**config.mk**
```make
export PLATFORM = sky130hd
export DESIGN_NAME = pes_seq_det_param
export DESIGN_NICKNAME = d
export VERILOG_FILES = /design/src/rtl/pes_seq_det_param.sv
export SDC_FILE = /design/constraint.sdc
export NUM_CORES = 1
export LEC_CHECK = 0
export CAP_MARGIN = 25
export CORE_MARGIN = 3
export CORE_UTILIZATION = 55
export DETAILED_ROUTE_END_ITERATION = 16
export DONT_BUFFER_PORTS = 1
export PLACE_DENSITY_LB_ADDON = 0.15
export SYNTH_ARGS = -nofsm -noshare
export SYNTH_HDL_FRONTEND = slang
export SYNTH_SLANG_ARGS = --single-unit
```
**constraint.sdc**
```tcl
create_clock -name clock -period 5.73 [get_ports clock]
set_clock_uncertainty 0.15 [all_clocks]
set_input_delay 1.4325 -clock clock [delete_from_list [all_inputs] [get_ports clock]]
set_output_delay 1.4325 -clock clock [all_outputs]
set_load 0.05 [all_outputs]
```
**src/rtl/pes_seq_det_param.sv**
```systemverilog
// Runtime-programmable serial sequence detector with valid-qualified input,
// selectable overlap and a saturating match counter.
module pes_seq_det_param #(
    parameter int unsigned           MAX_LEN = 8,
    parameter logic [MAX_LEN-1:0]    DEF_PAT = MAX_LEN'(8'h0B),
    parameter int unsigned           DEF_LEN = 4,
    parameter int unsigned           CNT_W   = 8
) (
    input  logic                              clock,
    input  logic                              reset,
    input  logic                              sequence_in,
    input  logic                              in_valid,
    input  logic                              cfg_load,
    input  logic [MAX_LEN-1:0]                cfg_pattern,
    input  logic [$clog2(MAX_LEN+1)-1:0]      cfg_len,
    input  logic                              cfg_overlap,
    input  logic                              count_clr,
    output logic                              detector_out,
    output logic [CNT_W-1:0]                  match_count,
    output logic                              count_sat,
    output logic                              cfg_err
);

    localparam int unsigned LEN_W = $clog2(MAX_LEN + 1);

    typedef enum logic {
        ST_FILL  = 1'b0,
        ST_ARMED = 1'b1
    } state_t;

    state_t               r_state;
    state_t               w_state_nxt;
    logic [MAX_LEN-1:0]   r_pattern;
    logic [LEN_W-1:0]     r_len;
    logic                 r_overlap;
    logic [MAX_LEN-1:0]   r_hist;
    logic [LEN_W-1:0]     r_fill;

    logic [MAX_LEN-1:0]   w_hist_nxt;
    logic [LEN_W-1:0]     w_fill_nxt;
    logic [LEN_W-1:0]     w_len_nxt;
    logic                 w_len_ok;
    logic                 w_cfg_take;
    logic                 w_accept;
    logic [MAX_LEN-1:0]   w_hist_sh;
    logic [MAX_LEN-1:0]   w_mask;
    logic                 w_last;
    logic                 w_match;

    logic                 w_det_nxt;
    logic [CNT_W-1:0]     w_cnt_nxt;
    logic                 w_sat_nxt;
    logic                 w_err_nxt;

    // A legal configuration pre-empts any bit arriving in the same cycle.
    assign w_len_ok   = (cfg_len != '0) && (32'(cfg_len) <= MAX_LEN);
    assign w_cfg_take = cfg_load & w_len_ok;
    assign w_accept   = in_valid & ~w_cfg_take;
    assign w_hist_sh  = MAX_LEN'({r_hist, sequence_in});
    assign w_mask     = {MAX_LEN{1'b1}} >> (LEN_W'(MAX_LEN) - r_len);
    assign w_last     = (r_state == ST_ARMED) || ((r_fill + LEN_W'(1)) == r_len);
    assign w_match    = w_accept & w_last & (((w_hist_sh ^ r_pattern) & w_mask) == '0);
    assign w_len_nxt  = w_cfg_take ? cfg_len : r_len;

    // State register: FSM state, history, fill and live configuration.
    always_ff @(posedge clock or negedge reset) begin
        if (!reset) begin
            r_state   <= ST_FILL;
            r_pattern <= DEF_PAT;
            r_len     <= LEN_W'(DEF_LEN);
            r_overlap <= 1'b1;
            r_hist    <= '0;
            r_fill    <= '0;
        end else begin
            r_state <= w_state_nxt;
            r_hist  <= w_hist_nxt;
            r_fill  <= w_fill_nxt;
            if (w_cfg_take) begin
                r_pattern <= cfg_pattern;
                r_len     <= cfg_len;
                r_overlap <= cfg_overlap;
            end
        end
    end

    // Next-state: shift history, advance fill; non-overlap restarts after a hit.
    always_comb begin
        w_hist_nxt  = r_hist;
        w_fill_nxt  = r_fill;
        w_state_nxt = r_state;
        if (w_cfg_take) begin
            w_hist_nxt = '0;
            w_fill_nxt = '0;
        end else if (w_accept) begin
            w_hist_nxt = w_hist_sh;
            if (w_match && !r_overlap) begin
                w_fill_nxt = '0;
            end else if (r_state == ST_ARMED) begin
                w_fill_nxt = r_len;
            end else begin
                w_fill_nxt = r_fill + LEN_W'(1);
            end
        end
        w_state_nxt = (w_fill_nxt == w_len_nxt) ? ST_ARMED : ST_FILL;
    end

    // Output decode; clear beats a simultaneous match.
    always_comb begin
        w_det_nxt = w_match;
        w_err_nxt = cfg_load & ~w_len_ok;
        w_cnt_nxt = match_count;
        if (count_clr) begin
            w_cnt_nxt = '0;
        end else if (w_match && !(&match_count)) begin
            w_cnt_nxt = match_count + CNT_W'(1);
        end
        w_sat_nxt = &w_cnt_nxt;
    end

    always_ff @(posedge clock or negedge reset) begin
        if (!reset) begin
            detector_out <= 1'b0;
            match_count  <= '0;
            count_sat    <= 1'b0;
            cfg_err      <= 1'b0;
        end else begin
            detector_out <= w_det_nxt;
            match_count  <= w_cnt_nxt;
            count_sat    <= w_sat_nxt;
            cfg_err      <= w_err_nxt;
        end
    end

endmodule

```
==> impl_summary.md, run 1 <==
Status
The run finished with clean final reports.

GRT
The wire length of the first global-routing pass is 7.80 mm. The all-layer global routing usage is 0.197. Global routing finished with a remaining overflow of 0. Entering global routing, the biggest net connects 37 pins. The number of antenna violations at the first check in global routing was 0. The via count of the first global-routing pass came to 1699.

Min path
The worst hold path passes through 2 cells. The worst hold-check path type is flop to flop.

Placed design
The count of input and output buffers is 0. The congestion estimate from routability-driven global placement came to around 0.86. In this run the cell area measured after placement is around 0.0022 sq mm. The HPWL after detailed placement is 3.11 mm.

Clock tree
The clock-pin slew reported for the worst setup and hold paths after clock tree synthesis is roughly 0.060 ns. The clock tree synthesis step divided the H-tree into 2 levels. The post-cts hold buffer count is 0.

The master cell of the clock root buffer is clkbuf_8. Clock tree synthesis found a total of 36 sinks. The TritonCTS clock tree is built. The buffers inserted during post-CTS setup optimization is 0. Clock latency on the worst-skew pair, taken at its later pin, is 0.28 ns. The number of clock buffers added by TritonCTS is 5. After clock tree synthesis, the repair step resized 0 gates.

The maximum clock insertion buffer count is 2.

Floorplan
The initialized floorplan defines 22 standard-cell rows. The starting density of the core is 0.586. The floorplan die area is about 0.0048 sq mm. The area of the core is around 0.0038 sq mm. The height of the die is ~69 um. The number of I/O pins is 30. The horizontal extent of the die is about 69 um.

Layout
The final design area excluding fillers is ~0.0023 sq mm. The number of nets in the final layout is 260. The signed area change from the synthesized netlist to the final layout is 5.15%. 0 antenna diodes ended up in the layout. The layout cell share with drive strength beyond 1 is 0.101. The final core utilization is 0.616.

Logic synthesis
The total of warnings raised by yosys is 0. For this run, asynchronously set or reset flops after synthesis account for 1.00. Synthesis inferred 36 register bits.

The count of different cell masters after synthesis is 54. The cell count after synthesis came out at 240. The share of the Yosys chip area taken by registers is 0.410. The synthesized design contains 0 enable-type register cells. The number of nets handed over by synthesis was around 260.

A synthesized cell averages roughly 9 sq um. Among all flip-flop cells after synthesis, the most frequent one is dfrtp_1. The post-synthesis instance area is 0.00221 sq mm.

Timing
The final critical path time including I/O delays and setup is around 3.6 ns. Timing would allow up to 277 MHz. Hold timing on the final database bottoms out at a slack of 0.324 ns.

The total count of hold-check failures in the final report was 0. The transition time at the pin with the least slew margin is 0.673 ns. The number of max-slew violations in the final report is 0. Measured against its own limit, the worst slew margin works out to 0.545. In the final timing run, aggregate negative setup slack is 0 ns. The period utilization is 0.631. Setup repair after global routing left no endpoint under its margin. The count of final setup violators is 0.

Power and ir drop
The static leakage power is ~0.001 uW. Dividing total power by cell area gives a power density of roughly 320 mW/mm^2. The largest vdd supply drop is about 0.00023 V.

Drt
In the routed design, unresolved DRC markers number 0. The routed wire length is between 4 and 5 mm. After detailed routing, the met3 layer carries ~260 um of wire. In this run the top signal layer used is met4. The routed wire length on met2 is around 1.9 mm. The final routed wire length divided by cell count is 15.6 um.

The routed via count divided by cell count is slightly below 6. Summing over every cut layer, the via total after detailed routing is approximately 1700. The met1 layer wirelength in the final routing is around 2.1 mm.

The first detailed-routing pass ran for 4 iterations. The DRC violation total after the first TritonRoute iteration is 171. The number of nets with antenna violations after routing is 0.

Critical path
Measured in cells, the most critical reg-to-reg path has a length of 9. For the worst setup path, the data required time is between 5 and 6 ns. The critical-path maximum fanout is 18. The worst setup path is of the input pin to flop kind. Data on the critical path arrives at its endpoint at roughly 3.7 ns. The capturing element type of the critical path is a flop. The element type at the critical path start is an input pin.

Flow run
Across the run, the number of max-cap violations was 0.
==> placed cells by master, fill, tap and decap left out, types with 2 or more instances in the layout <==
cell type / count
inv_1: 6
clkbuf_8: 5
nand2b_1: 4
or4_4: 3
nand2_1: 46
mux2i_1: 9
nor3b_1: 2
o21ai_0: 9
dfstp_2: 5
and2_1: 2
and3_1: 7
a21oi_1: 11
xor2_1: 4
o31ai_1: 2
nor3_1: 7
nor2_1: 20
nor4b_1: 3
or3_1: 2
dfrtp_1: 31
or2_2: 2
xnor2_1: 15
a22oi_1: 2
clkbuf_1: 2
o2111ai_1: 3
ha_1: 5
==> cells by family (layout without fill, tap and decap cells) <==
kind of cell / count (synthesis) / count (layout) / share of synthesized area
muxes: 9 / 9 / 0.0407
buffers and inverters: 18 / 15 / 0.0340
DFF: 36 / 36 / 0.410
AOI/OAI and AO/OA: 43 / 43 / 0.138
adders and majority gates: 5 / 5 / 0.0283
xor gates and xnor gates: 21 / 21 / 0.0979
and+or+nand+nor: 108 / 108 / 0.251
==> synthesized netlist by cell type, types with 2 or more instances <==
cell	n	area, sq um
o2111ai_1	3	26.3
nand2_1	46	173
dfrtp_1	31	776
a22oi_1	2	15.0
mux2i_1	9	90.1
buf_1	2	7.51
xnor2_1	15	131
o21ai_0	9	45.0
a21oi_1	11	55.1
or3_1	2	12.5
inv_1	6	22.5
and2_1	2	12.5
nor3_1	7	35.0
xor2_1	4	35.0
clkbuf_1	9	33.8
nor3b_1	2	15.0
nor2_1	20	75.1
ha_1	5	62.6
nand2b_1	4	25.0
o31ai_1	2	15.0
or2_2	2	12.5
or4_4	3	33.8
dfstp_2	5	131
and3_1	7	43.8
nor4b_1	3	26.3
==> report_power, final <==
group	internal (uW)	switching, uW
sequential	290	58.1
clock	85.3	84.6
combinational	104	127
==> layer usage <==
| layer | track usage | vias up |
|---|---|---|
| li1 | - | 835 |
| met1 | 0.272 | 806 |
| met2 | 0.290 | 33 |
| met3 | 0.0667 | 9 |
| met4 | 0.0629 | 0 |
| met5 | 0 | - |
==> stage by stage <==
| step | power [uW] | std cells | worst slack (ns) |
|---|---|---|---|
| finish | 750 | 285 | 2.12 |
| detailed placement | 578 | 276 | 1.82 |
| global placement | 575 | 276 | 1.85 |
| floorplan | 538 | 240 | 1.98 |
| CTS | 750 | 284 | 2.11 |
| global route | 806 | 285 | 2.01 |
==> path summary, 6_finish.rpt <==
kind	start	end	slack, ns
setup reg to reg	r_len[0]	count_sat	2.36
max in group asynchronous	reset	r_overlap	4.56
setup / recovery	cfg_len[2]	count_sat	2.12
min in group asynchronous	reset	r_fill[1]	0.69
hold reg to reg	r_overlap	r_overlap	0.32
hold / removal	r_overlap	r_overlap	0.32
==> worst max-delay path, stage by stage <==
cell,delay (ns)
or4_4,0.54
nand3_4,0.24
nand2_4,0.08
or4_4,0.48
or4_4,0.43
a2bb2o_4,0.22
nor4_2,0.22
==> state kept, by name, summed over array words and instances, names as in the netlist <==
signal        flops
r_pattern         8
match_count       8
detector_out      1
r_hist            7
cfg_err           1
r_fill            4
count_sat         1
r_state           1
r_len             4
r_overlap         1
==> layout make-up <==
cell class	count	area [sq um]
Tap cell	48	60.1
Inverter	6	22.5
Sequential cell	36	907
Clock buffer	7	76.3
Multi-Input combinational cell	186	1230
Timing Repair Buffer	1	25.0
Fill cell	341	1450
Clock inverter	1	5.00
Note: power is estimated with default switching activity, not from simulation.
==> run 2: changes to the inputs <==
clock period = 3.21 ns   (was 5.73 ns; I/O delays follow)
==> run 2 against run 1 <==
  * Critical path depth up 2
  * Cell area up 5.4%
  * Total power up 98%
  * Via count up 2.1%
  * Wire length up 5.4%
  * Global-route usage up 1.0 points
  * Register-to-register slack worse by 2.2 ns
  * Flip-flop and latch count unchanged
  * Largest cell class unchanged
  * Die area unchanged
  * Largest power group unchanged
  * Hold slack worse by 0.28 ns
  * Setup slack worse by 1.9 ns
  * First-iteration DRC count down 34%
==> impl_summary.md, run 2 (synthesis gave the netlist of run 1 again) <==
Status
Status: complete, no violations (unchanged).

Floorplan
The floorplan die area was 0.00482 sq mm (unchanged). The area of the core is 0.00377 sq mm (unchanged). The height of the die was 69.4 um (unchanged).

The horizontal extent of the die is 69.4 um (unchanged). The number of core rows came to 22 (unchanged). The starting density of the core is 0.586 (unchanged). The number of I/O pins is 30 (unchanged).

Timing
The worst path in the final design needs a cycle of roughly 3 ns, including I/O delays and setup. The total count of hold-check failures in the final report is 0 (unchanged). The worst-case hold slack was 0.0481 ns (was 0.324 ns). The number of max-slew violations in the final report is 0 (unchanged). The period utilization is 0.935. The count of final setup violators is 0 (unchanged). Setup repair after global routing missed its margin: no (unchanged). The transition time at the pin with the least slew margin is 0.621 ns (was 0.673 ns). The setup TNS is 0 ns (unchanged). The highest clock rate is around 330 MHz. The relative slew slack is 0.580 (was 0.545).

Clock tree
The number of instances resized during post-cts repair came to 0 (unchanged). The H-tree depth reported by CTS is 2 (unchanged). The master cell of the clock root buffer is clkbuf_8 (unchanged).

The buffers inserted during post-CTS setup optimization is 0 (unchanged). The source-to-sink clock delay at the later pin of the worst-skew pair is 0.29 ns (was 0.28 ns). The TritonCTS clock tree is built (unchanged).

The clock-pin slew reported for the worst setup and hold paths after clock tree synthesis is 0.08 ns (was 0.06 ns). The number of buffers created by CTS is 5 (unchanged). The maximum clock insertion buffer count came to 2 (unchanged).

The post-cts hold buffer count came to 0 (unchanged). The number of sinks handled by clock tree synthesis is 36 (unchanged).

GRT
The pin count of the biggest net entering global routing is 37 (unchanged). The overall overflow remaining after global route is 0 (unchanged). The all-layer global routing usage is 0.207 (was 0.197).

The via count of the first global-routing pass is 1710 (was 1699). The wire length of the first global-routing pass is 8.15 mm (was 7.80 mm). The number of antenna violations at the first check in global routing was 0 (unchanged).

Drt
The first-pass iteration count of the detailed router is 4 (unchanged). The DRC violation total after the first TritonRoute iteration is 113 (was 171). The final routed wire length divided by cell count came to 15.6 um (about the same). The remaining routing DRC violations is 0 (unchanged). The routed wire length is 4.67 mm (was 4.43 mm). The number of nets with antenna violations after routing is 0 (unchanged). The routed via count divided by cell count is 5.73 (was 5.91).

The total via count in the routed design is 1719 (was 1683).

Layout
The commonest non-fill, non-tap cell in the layout is nand2_1 (unchanged). Commonest non-fill, non-tap cells in the layout: 46 x nand2_1, 31 x dfrtp_1, 20 x nor2_1 (unchanged). Leading registers by flop count: match_count: 8 flops, r_pattern: 8 flops, r_hist: 7 flops (unchanged).

The final design area excluding fillers was 0.00245 sq mm (was 0.00232 sq mm). The count of inserted antenna diode cells was 0 (unchanged). The signed area change from the synthesized netlist to the final layout is 10.8% (was 5.15%).

The number of nets in the final layout is 275 (was 260). The number of standard cells in the final layout excluding fillers is 300 (was 285). The layout cell share with drive strength beyond 1 came to 0.163 (was 0.101).

Critical path
The capturing element type of the critical path is a flop (unchanged). The critical-path maximum fanout is 6 (was 18). The worst path buffer plus inverter count is 1 (was 0).

Cell Chain, Critical Path: inv_1, ha_1, xnor2_4, a21oi_1, or4_1, o21a_1, nor4b_1, a2bb2o_4, nor4_2 (was or4_4, nand3_4, nand2_4, or4_4, or4_4, a2bb2o_4, nor4_2). The cell type group with the largest total delay on the critical path is simple AND/OR/NAND/NOR gates (unchanged). The data arrival time of the critical path came to 3.05 ns (was 3.65 ns).

The longest individual stage delay on the worst path is 0.53 ns (was 0.54 ns). The kind of critical path is flop to flop (was input pin to flop). The element type at the critical path start is a flop (was input pin). The critical path required time is 3.26 ns (was 5.77 ns). The worst-path cell with the longest stage delay is or4_1 (was or4_4).

Power and ir drop
The switching part of the total is 0.347 (was 0.360). The proportion of power drawn by combinational gates is 0.328 (was 0.309). The power share of the clock group was 0.269 (was 0.227).

The switching power summed over all nets was 517 uW (was 270 uW). The portion of total power attributed to sequential cells is 0.403 (was 0.464). The final total power is 1490 uW (was 750 uW).

The static leakage power was 0.00110 uW (was 0.00102 uW). The power per unit of standard cell area was 607 mW/mm^2 (was 322 mW/mm^2). The largest vdd supply drop was 0.000302 V (was 0.000226 V). The internal power component is 970 uW (was 479 uW).

Placed design
The instance area after placement is 0.00234 sq mm (was 0.00222 sq mm). The detailed placer's ending HPWL is 3.34 mm (was 3.11 mm). The final weighted congestion of routability-driven global placement came to 0.846 (was 0.862). The cell count after placement is 292 (was 276).

The count of input and output buffers is 0 (unchanged).

Min path
The worst hold-check path type is input pin to async pin (was flop to flop).

Flow run
The number of max-capacitance violations reported is 0 (unchanged).
-- run 2: power by group through the flow --
stage | sequential [uW] | combinational (uW) | clock (uW)
after global routing | 608 | 540 | 427
after floorplan | 584 | 376 | 0
after detailed placement | 608 | 479 | 0
after global placement | 606 | 468 | 0
after CTS | 599 | 486 | 408
final | 600 | 487 | 400
-- run 2: path summary, 6_finish.rpt --
kind / startpoint / end / slack, ns / cells past startpoint
hold reg to reg: r_pattern[0] / r_pattern[0] / 0.32 / 2
max in group asynchronous: reset / r_pattern[1] / 2.68 / 0
setup / recovery: r_len[0] / count_sat / 0.21 / 9
hold / removal: reset / r_len[3] / 0.05 / 0
setup reg to reg: r_len[0] / count_sat / 0.21 / 9
min in group clock: r_pattern[0] / r_pattern[0] / 0.32 / 2
-- run 2: layer usage --
| layer | track usage | part of all wire |
|---|---|---|
| met1 | 0.284 | 0.49 |
| met2 | 0.328 | 0.45 |
| met3 | 0.0551 | 0.051 |
| met4 | 0.0456 | 0.0071 |
| met5 | 0 | 0 |
-- run 2: area by class of cell --
| cell class | instances | area (sq um) |
|---|---|---|
| well taps | 48 | 60.1 |
| inverters | 6 | 22.5 |
| repair buffers | 16 | 120 |
| fillers | 313 | 1320 |
| flip-flops and latches | 36 | 907 |
| multi-input cells | 186 | 1230 |
| clock buffers | 5 | 68.8 |
| clock inverters | 3 | 42.5 |
-- run 2: stage by stage --
stage	utilization	worst slack, ns
global route	0.650	0.0186
CTS	0.650	0.179
detailed placement	0.620	0.0468
floorplan	-	0.0945
finish	0.650	0.209
global placement	0.620	0.0946
